[src/rtl/arbiter_rr.sv]
// Registered N-requester arbiter: fixed-priority or round-robin search, grant
// lock while the holder keeps requesting, optional starvation limit (MAX_HOLD).
module arbiter_rr #(
  parameter int N        = 4,
  parameter int MAX_HOLD = 0,
  localparam int IDW     = (N > 1) ? $clog2(N) : 1
) (
  input  logic           clk,
  input  logic           reset_n,
  input  logic [0:N-1]   r,
  input  logic           mode,
  output logic [0:N-1]   g,
  output logic           gnt_valid,
  output logic [IDW-1:0] gnt_id
);

  // hold_cnt saturates at MAX_HOLD, or at 2^IDW-1 when the limit is disabled.
  localparam int HCW_MH = (MAX_HOLD > 1) ? $clog2(MAX_HOLD + 1) : 1;
  localparam int HCW    = (MAX_HOLD == 0) ? IDW : HCW_MH;
  localparam int HC_SAT = (MAX_HOLD == 0) ? ((2 ** IDW) - 1) : MAX_HOLD;

  typedef enum logic {
    IDLE    = 1'b0,
    GRANTED = 1'b1
  } state_e;

  state_e         state_q, state_d;
  logic [0:N-1]   g_q, g_d;
  logic [IDW-1:0] id_q, id_d;
  logic [IDW-1:0] ptr_q, ptr_d;
  logic [HCW-1:0] hold_q, hold_d;

  logic           holder_req;
  logic           others_req;
  logic           preempt;
  logic           rearb;
  logic           win_found;
  logic [IDW-1:0] win_idx;
  logic [IDW:0]   rr_sum;
  logic [IDW-1:0] cand;

  assign holder_req = r[id_q];
  assign others_req = |(r & ~g_q);
  assign preempt    = (state_q == GRANTED) && holder_req && (MAX_HOLD != 0) &&
                      (hold_q == HCW'(HC_SAT)) && others_req;
  assign rearb      = (state_q == IDLE) || !holder_req || preempt;

  // Search order: 0..N-1 in fixed mode, ptr+1..ptr (wrapping) in round-robin.
  // On preemption the current holder is skipped.
  always_comb begin
    win_found = 1'b0;
    win_idx   = '0;
    rr_sum    = '0;
    cand      = '0;
    for (int k = 0; k < N; k++) begin
      rr_sum = {1'b0, ptr_q} + (IDW+1)'(k + 1);
      if (rr_sum >= (IDW+1)'(N)) rr_sum = rr_sum - (IDW+1)'(N);
      cand = mode ? rr_sum[IDW-1:0] : IDW'(k);
      if (!win_found && r[cand] && !(preempt && (cand == id_q))) begin
        win_found = 1'b1;
        win_idx   = cand;
      end
    end
  end

  always_comb begin
    state_d = state_q;
    g_d     = g_q;
    id_d    = id_q;
    ptr_d   = ptr_q;
    hold_d  = hold_q;
    if (rearb) begin
      if (win_found) begin
        state_d       = GRANTED;
        g_d           = '0;
        g_d[win_idx]  = 1'b1;
        id_d          = win_idx;
        ptr_d         = win_idx;
        hold_d        = HCW'(1);
      end else begin
        state_d = IDLE;
        g_d     = '0;
        id_d    = '0;
      end
    end else if (hold_q != HCW'(HC_SAT)) begin
      hold_d = hold_q + HCW'(1);
    end
  end

  always_ff @(posedge clk) begin
    if (!reset_n) begin
      state_q <= IDLE;
      g_q     <= '0;
      id_q    <= '0;
      ptr_q   <= IDW'(N - 1);
      hold_q  <= '0;
    end else begin
      state_q <= state_d;
      g_q     <= g_d;
      id_q    <= id_d;
      ptr_q   <= ptr_d;
      hold_q  <= hold_d;
    end
  end

  assign g         = g_q;
  assign gnt_valid = (state_q == GRANTED);
  assign gnt_id    = id_q;

endmodule

[config.mk]
export PLATFORM = sky130hd
export DESIGN_NAME = arbiter_rr
export DESIGN_NICKNAME = d
export VERILOG_FILES = /design/src/rtl/arbiter_rr.sv
export SDC_FILE = /design/constraint.sdc
export NUM_CORES = 1
export LEC_CHECK = 0
export BUFFER_PORTS_ARGS = -buffer_cell sky130_fd_sc_hd__buf_2
export CELL_PAD_IN_SITES_DETAIL_PLACEMENT = 1
export CELL_PAD_IN_SITES_GLOBAL_PLACEMENT = 1
export CORE_AREA = 2 2 44 46
export DETAILED_ROUTE_END_ITERATION = 12
export DIE_AREA = 0 0 46 48
export PLACE_DENSITY_LB_ADDON = 0.1
export SYNTH_ARGS = -nofsm -noshare
export SYNTH_HDL_FRONTEND = slang
export SYNTH_SLANG_ARGS = --single-unit
[constraint.sdc]
create_clock -name clk -period 1.5 [get_ports clk]
set_clock_uncertainty 0.2 [all_clocks]
set_input_delay 0.375 -clock clk [delete_from_list [all_inputs] [get_ports clk]]
set_output_delay 0.375 -clock clk [all_outputs]
set_load 0.02 [all_outputs]
==> flow_metrics.tcl, run 1 <==
set metrics [dict create \
    grt_max_degree 11 \
    fillers 225 \
    timing.final.crit_share_pct 103.3 \
    ys_warn_count 0 \
    root_buffer "clkbuf_4" \
    dp_cells 97 \
    async_flop_share_pct 0 \
    grt-busiest-layer "met2" \
    grt_overflow 0 \
    boundaryPins 14 \
    setup_violations 6 \
    arrival_ns 1.50 \
    antenna_found_initial 0 \
    cp.required_ns 1.45 \
    final_core_util_pct 44.22 \
    drt_iter0_drc 5 \
    pre_cts_slack_ns -0.3123 \
    cts_hold_repair.buffers 0 \
    synth-seq-cells 9 \
    met2_usage_pct 22.50 \
    die_x_um 46 \
    cap_violations 0 \
    die_h_um 48 \
    grt_pass1_vias 512 \
    vdd_drop_max_uv 458.9 \
    p_leak_nw 0.3377 \
    netlist_area_um2 534.3 \
    core_um2 1689 \
    place_area_um2 675.6 \
    drv_slew 0 \
    fin_tns_setup_ns -0.1774 \
    drt_wl_total_um 1405 \
    drtAntennaViolNets 0 \
    mostFrequentLayoutCells "13 x buf_2, 7 x nand2_1, 6 x nor2b_1, 6 x dfxtp_1, 6 x buf_4" \
    timing.final.ws_setup_ns -0.04902 \
    multiInputGateArea_um2 381.6 \
    r2r_start "ptr_q[1]$_SDFFE_PN1P_" \
    hold_violations 0 \
    worst_hold_slack_ns 0.1912 \
    path_class "reg2reg" \
    crit_fanout 5 \
    stdcell_area_um2 747.0 \
    grt_pass1_wl_um 2194 \
    port_buffers 13 \
    synth-edff-count 0 \
    synth.yosys.seq_area_share_pct 33.72 \
    clk_pin_slew_worst_paths_ns 0.06 \
    hp-start "reset_n" \
    synth_flop_cell "dfxtp_1" \
    vias 548 \
    layout.nets 92 \
    post_drt_wl_per_cell_um 13.91 \
    final_common_cell "buf_2" \
    rsz0062_at_grt "true" \
    max_freq_ghz 0.6456 \
    startpoint "ptr_q[1]$_SDFFE_PN1P_" \
    grt_use_total_pct 14.03 \
    diodes 0 \
    clk_latency_ns 0.26 \
    cts.sinks 9 \
    cts_made_buffers 3 \
    final_cells 101 \
    gp_congestion 0.7929 \
    start_util_pct 31.63 \
    worstSetupStartpointType "flip-flop" \
    p_per_area_nw_per_um2 987.0 \
    h-tree-depth 1 \
    postSynthAreaPerCell_um2 8.617 \
    synthDistinctLibCells 28 \
    area_growth_pct 39.81 \
    cts_buffer_depth 2 \
    power_mw 0.7372 \
    hold_class "in2reg" \
    violations "negative setup slack" \
    first_pass_iters 4 \
    dp_hpwl_um 1061 \
    row_count 15 \
    fin_crit_ns 1.549 \
    status "finished, violations left" \
    relSlewSlack_pct 74.48 \
    drc 0 \
    worstMarginPinSlew_ns 0.3816 \
    met1_usage_pct 18.06 \
    dieArea_um2 2208 \
    endpoint_kind "flip-flop" \
    layout-drive-gt1-share_pct 41.67 \
    cts_tree "built" \
    use_met3_pct 1.509 \
    synth_nets 69 \
    via_per_inst 5.426 \
    seq_area_um2 188.9 \
    netlist_instances 62 \
    post_cts_buffers 0 \
]
-- per-layer routing --
metal  vias to the layer above  wire length, um  part of all wire (%)
met5                         -                0                     0
met4                         0               12                  0.85
met3                         2               62                   4.4
met2                        13              696                    50
met1                       263              633                    45
li1                        270                -                     -
-- flip-flops by register name, indices dropped and copies added (netlist names) --
register and flops:
gnt_valid 1, g 4, ptr_q 2, gnt_id 2
-- critical path, stage by stage, from the launching register on --
cell and delay [ns]:
dfxtp_4 0.38, nor2b_4 0.04, o22a_1 0.22, a211oi_4 0.34
nor2_1 0.10, o21a_1 0.18
-- logic make-up after synthesis --
family                 Yosys count  synth area share [%]
AND/OR/NAND/NOR                 29                 29.51
AO/OA/AOI/OAI                   18                 29.98
flip-flops                       9                 33.72
buffers and inverters            4                 3.043
multiplexers                     2                 3.747
-- cell type report --
class | count | share of cell area (%)
inverters | 2 | 1.005
repair buffers | 20 | 16.25
clock buffers | 4 | 3.518
flip-flops and latches | 9 | 25.29
well taps | 17 | 2.848
multi-input cells | 49 | 51.09
-- repair_timing --
action | 4_1_cts | 5_1_grt
setup endpoints to repair | 8 | 8
gates resized for setup | 4 | 9
pin swaps | 4 | 8
-- synthesized netlist by cell type (all sizes together) (2+ instances only) --
cell type	n	area, um^2
nor2b	8	50.05
nand2	7	26.28
inv	2	7.510
nor2	5	18.77
o21ai	3	15.01
a211oi	2	27.53
o211a	2	20.02
a21boi	3	22.52
mux2i	2	20.02
nand3b	3	22.52
dfxtp	9	180.2
-- path summary, 6_finish.rpt --
path / to / slack (ns) / cells after the start
worst max-delay path: gnt_id[0]$_SDFFE_PN0N_ / -0.05 / 5
worst min-delay path: ptr_q[0]$_SDFFE_PN1P_ / 0.19 / 2
worst max register to register: gnt_id[0]$_SDFFE_PN0N_ / -0.05 / 5
worst min register to register: g[2]$_SDFFE_PN0N_ / 0.25 / 2
-- report_power, final --
| part | switching, mW | total, mW | internal [mW] |
|---|---|---|---|
| clock | 0.0820 | 0.184 | 0.102 |
| combinational | 0.136 | 0.255 | 0.119 |
| sequential | 0.0266 | 0.298 | 0.271 |
| total | 0.245 | 0.737 | 0.493 |
No activity file was read; power rests on OpenSTA's default activity.
==> run 2: changes to the inputs <==
- CORE_AREA: 2 2 44 46 -> 2 2 41 43
- DIE_AREA: 0 0 46 48 -> 0 0 43 45
- clock period: 1.5 -> 1.8 ns (I/O delays scaled with it)
==> run 2 against run 1 <==
Against the previous run:
- the flow now finishes without violations
- critical path depth stayed put
- cell area decreased by 9.0%
- final cell count is 3.0% lower
- worst hold slack gained 0.057 ns
- combinational power is 31% lower
- utilization rose by 2.0 points
- largest power group unchanged
==> flow_metrics.tcl, run 2 (synthesized netlist as in run 1, its figures left out) <==
set metrics [dict create \
    power_mw 0.5725 \
    setup_violations 0 \
    drt_iter0_drc 6 \
    grt_pass1_wl_um 2325 \
    cap_violations 0 \
    hp-start "g[0]$_SDFFE_PN0N_" \
    crit_fanout 6 \
    die_x_um 43 \
    diodes 0 \
    fin_crit_ns 1.666 \
    grt_max_degree 11 \
    relSlewSlack_pct 78.06 \
    rsz0062_at_grt "false" \
    dieArea_um2 1935 \
    status "complete, no violations" \
    drc 0 \
    worstSetupStartpointType "flip-flop" \
    p_leak_nw 0.3093 \
    path_class "reg2reg" \
    gp_congestion 0.7809 \
    area_growth_pct 27.17 \
    layout.nets 90 \
    drtAntennaViolNets 0 \
    cp_slowest_cell "dfxtp_1" \
    place_area_um2 648.1 \
    seq_area_um2 180.2 \
    clk_latency_ns 0.25 \
    grt_pass1_vias 517 \
    worst-r2r-cell-count 5 \
    final_core_util_pct 46.17 \
    stdcell_area_um2 679.4 \
    cts_hold_repair.buffers 0 \
    endpoint_kind "flip-flop" \
    r2r_start "ptr_q[1]$_SDFFE_PN1P_" \
    post_drt_wl_per_cell_um 13.54 \
    vias 529 \
    cts_buffer_depth 2 \
    cp.required_ns 1.75 \
    root_buffer "clkbuf_4" \
    p_per_area_nw_per_um2 842.7 \
    hold_depth 2 \
    port_buffers 13 \
    min_to "g[0]$_SDFFE_PN0N_" \
    reg2reg_to "gnt_id[0]$_SDFFE_PN0N_" \
    row_count 14 \
    reg2reg_slack_ns 0.13 \
    multiInputGateArea_um2 342.8 \
    mostFrequentLayoutCells "13 x buf_2, 9 x dfxtp_1, 8 x nor2b_1" \
    cts.sinks 9 \
    cts_made_buffers 3 \
    cts_tree "built" \
    hold_violations 0 \
    grt_use_total_pct 16.05 \
    largest_reg_flops 4 \
    timing.final.crit_share_pct 92.54 \
    antenna_found_initial 0 \
    grt_overflow 0 \
    die_h_um 45 \
    core_um2 1471 \
    drt_wl_total_um 1327 \
    max_freq_ghz 0.6004 \
    max_stage_delay_ns 0.41 \
    vdd_drop_max_uv 401.9 \
    arrival_ns 1.62 \
    dp_hpwl_um 1060 \
    crit_chain "nor2b_1, o221a_1, a211oi_4, nor2_1, o21a_1" \
    boundaryPins 14 \
    final_common_cell "buf_2" \
    clk_pin_slew_worst_paths_ns 0.06 \
    fillers 192 \
    fin_tns_setup_ns 0 \
    first_pass_iters 4 \
    post_cts_buffers 0 \
    via_per_inst 5.398 \
    drv_slew 0 \
    hold_class "reg2reg" \
    layout-drive-gt1-share_pct 30.49 \
    h-tree-depth 1 \
    worstMarginPinSlew_ns 0.3283 \
    cts_resized 0 \
    start_util_pct 36.31 \
]
==> run 2: changes by cell type in the layout (fill, tap and decap cells not counted), sizes merged <==
cell	before	now
buf	20	18
==> run 2: metal layers <==
metal / track usage (%) / vias up / wire length [um]
met5: 0 / - / 0
met4: 10.30 / 0 / 12
met3: 1.600 / 2 / 44
met2: 27.27 / 11 / 678
met1: 19.55 / 252 / 591
li1: - / 264 / -
==> run 2: critical path: cells and delay by family, from the launching register on <==
| family | cells | cell delay, ns |
|---|---|---|
| compound gates | 3 | 0.76 |
| simple gates | 2 | 0.17 |
| flops | 1 | 0.41 |
==> run 2: metrics by stage <==
stage               hold slack, ns  instances  worst slack, ns
floorplan                   0.3033         62           0.1047
detailed placement          0.2449         94          -0.1198
global route                0.2800         98          0.01717
CTS                         0.2532         98           0.1116
finish                      0.2478         98           0.1344
global placement            0.2389         94          -0.1045
==> run 2: cell type report <==
| class | instances | share of cell area (%) |
|---|---|---|
| clock buffers | 4 | 3.867 |
| inverters | 2 | 1.105 |
| flip-flops and latches | 9 | 26.52 |
| repair buffers | 18 | 15.10 |
| well taps | 16 | 2.947 |
| multi-input cells | 49 | 50.46 |
==> run 2: worst max-delay path by stage <==
stage	startpoint	endpoint	slack, ns
3_3_place_gp	mode	gnt_id[0]$_SDFFE_PN0N_	-0.10
3_5_place_dp	mode	gnt_id[0]$_SDFFE_PN0N_	-0.12
5_1_grt	gnt_id[1]$_SDFFE_PN0N_	ptr_q[0]$_SDFFE_PN1P_	0.02
6_report	ptr_q[1]$_SDFFE_PN1P_	gnt_id[0]$_SDFFE_PN0N_	0.13
4_1_cts	gnt_id[1]$_SDFFE_PN0N_	g[3]$_SDFFE_PN0N_	0.11
2_1_floorplan	gnt_id[1]$_SDFFE_PN0N_	ptr_q[1]$_SDFFE_PN1P_	0.10
==> run 2: power breakdown <==
| group | switching (mW) | internal [mW] | leakage, nW |
|---|---|---|---|
| Sequential | 0.0204 | 0.223 | 0.0745 |
| Clock | 0.0665 | 0.0852 | 0.0150 |
| Combinational | 0.0997 | 0.0778 | 0.220 |
==> run 3: changes to the inputs <==
- SETUP_SLACK_MARGIN: unset -> 0.4
==> run 3 against run 2 <==
Against the previous run:
- final cell count rose by 1.0%
- sequential share of layout area fell by 3.4 points
- clock-buffer cell count did not move
- flip-flop and latch count did not move
- critical path type is now in2reg
- clock power barely moved
- register-to-register slack improved by 0.11 ns
- critical endpoint is now g[3]$_SDFFE_PN0N_
- largest power group unchanged
==> flow_metrics.tcl, run 3 (synthesized netlist as in run 1, its figures left out) <==
set metrics [dict create \
    relSlewSlack_pct 78.04 \
    worstMarginPinSlew_ns 0.3293 \
    via_per_inst 5.455 \
    first_pass_iters 4 \
    crit_fanout 7 \
    reg2reg_slack_ns 0.24 \
    die_x_um 43 \
    port_buffers 13 \
    boundaryPins 14 \
    grt_pass1_wl_um 2477 \
    diodes 0 \
    largest_reg_flops 4 \
    vdd_drop_max_uv 483.6 \
    top_layer "met4" \
    timing.final.crit_share_pct 87.23 \
    endpoint_kind "flip-flop" \
    post_drt_wl_per_cell_um 14.81 \
    drt_wl_total_um 1466 \
    grt_overflow 0 \
    antenna_found_initial 0 \
    wl_met3_um 62 \
    p_per_area_nw_per_um2 781.0 \
    core_um2 1471 \
    area_growth_pct 59.95 \
    cap_violations 0 \
    root_buffer "clkbuf_4" \
    start_util_pct 36.31 \
    cts.sinks 9 \
    fin_tns_setup_ns 0 \
    drtAntennaViolNets 0 \
    max_freq_ghz 0.6369 \
    drt_iter0_drc 8 \
    wl_met1_um 647 \
    arrival_ns 1.51 \
    layout.nets 91 \
    hold_class "reg2reg" \
    worstSetupStartpointType "input port" \
    drv_slew 0 \
    h-tree-depth 1 \
    die_h_um 45 \
    timing.final.ws_setup_ns 0.2298 \
    grt_use_total_pct 17.40 \
    drc 0 \
    met2_length_um 718 \
    gp_congestion 0.7403 \
    clk_pin_slew_worst_paths_ns 0.06 \
    grt_pass1_vias 541 \
    cts_made_buffers 3 \
    cts_hold_repair.buffers 0 \
    rsz0062_at_grt "true" \
    power_mw 0.6674 \
    cp.required_ns 1.74 \
    p_leak_nw 0.3659 \
    setup_violations 0 \
    fillers 169 \
    dieArea_um2 1935 \
    mostFrequentLayoutCells "8 x buf_6, 8 x buf_4, 6 x nand2_1" \
    dp_hpwl_um 988.5 \
    hold_violations 0 \
    status "complete, no violations" \
    grt_max_degree 11 \
    path_class "in2reg" \
    clk_latency_ns 0.26 \
    cts_buffer_depth 2 \
    row_count 14 \
    layout-drive-gt1-share_pct 60.24 \
    pre_cts_slack_ns -0.07921 \
    cts_tree "built" \
    fin_crit_ns 1.570 \
    vias 540 \
    worst_hold_slack_ns 0.2611 \
]
-- run 3: final timing paths --
path,cells past startpoint,start,end
worst min register to register,2,g[1]$_SDFFE_PN0N_,g[1]$_SDFFE_PN0N_
worst max register to register,5,ptr_q[1]$_SDFFE_PN1P_,g[3]$_SDFFE_PN0N_
worst max-delay path,6,mode,g[3]$_SDFFE_PN0N_
worst min-delay path,2,g[1]$_SDFFE_PN0N_,g[1]$_SDFFE_PN0N_
-- run 3: where the power goes --
part	switching (mW)	total, mW	internal [mW]
Combinational	0.120	0.255	0.135
Clock	0.0689	0.154	0.0853
Sequential	0.0296	0.258	0.228
Total	0.219	0.667	0.449
-- run 3: critical path, cell delays in order --
cell and delay, ns:
buf_6 0.12, nor2b_4 0.12, o22a_1 0.23, a211oi_4 0.35, buf_4 0.17, o31ai_1 0.06
-- run 3: through the flow --
| stage | area [um^2] | utilization [%] | instances |
|---|---|---|---|
| 2_1_floorplan | 550.5 | - | 62 |
| 3_3_place_gp | 641.9 | 43.62 | 91 |
| 3_5_place_dp | 641.9 | 43.62 | 91 |
| 4_1_cts | 743.2 | 50.51 | 97 |
| 5_1_grt | 854.6 | 58.08 | 99 |
| 6_report | 854.6 | 58.08 | 99 |
-- run 3: routing by layer --
| layer | track usage, % | vias to the layer above |
|---|---|---|
| li1 | - | 267 |
| met1 | 22.52 | 254 |
| met2 | 27.58 | 14 |
| met3 | 1.200 | 5 |
| met4 | 12.73 | 0 |
| met5 | 0 | - |
-- run 3: repair_timing --
action | CTS | global route
gates cloned | 0 | 0
gates resized for setup | 23 | 30
pin swaps | 9 | 9
setup buffers | 2 | 2
endpoints found under the setup margin | 15 | 15
-- run 3: layout make-up --
| type | count | area [um^2] | area share, % |
|---|---|---|---|
| Inverter | 2 | 7.507 | 0.8785 |
| Sequential cell | 9 | 197.7 | 23.13 |
| Timing Repair Buffer | 19 | 165.2 | 19.33 |
| Tap cell | 16 | 20.02 | 2.343 |
| Multi-Input combinational cell | 49 | 437.9 | 51.24 |
| Clock buffer | 4 | 26.28 | 3.075 |
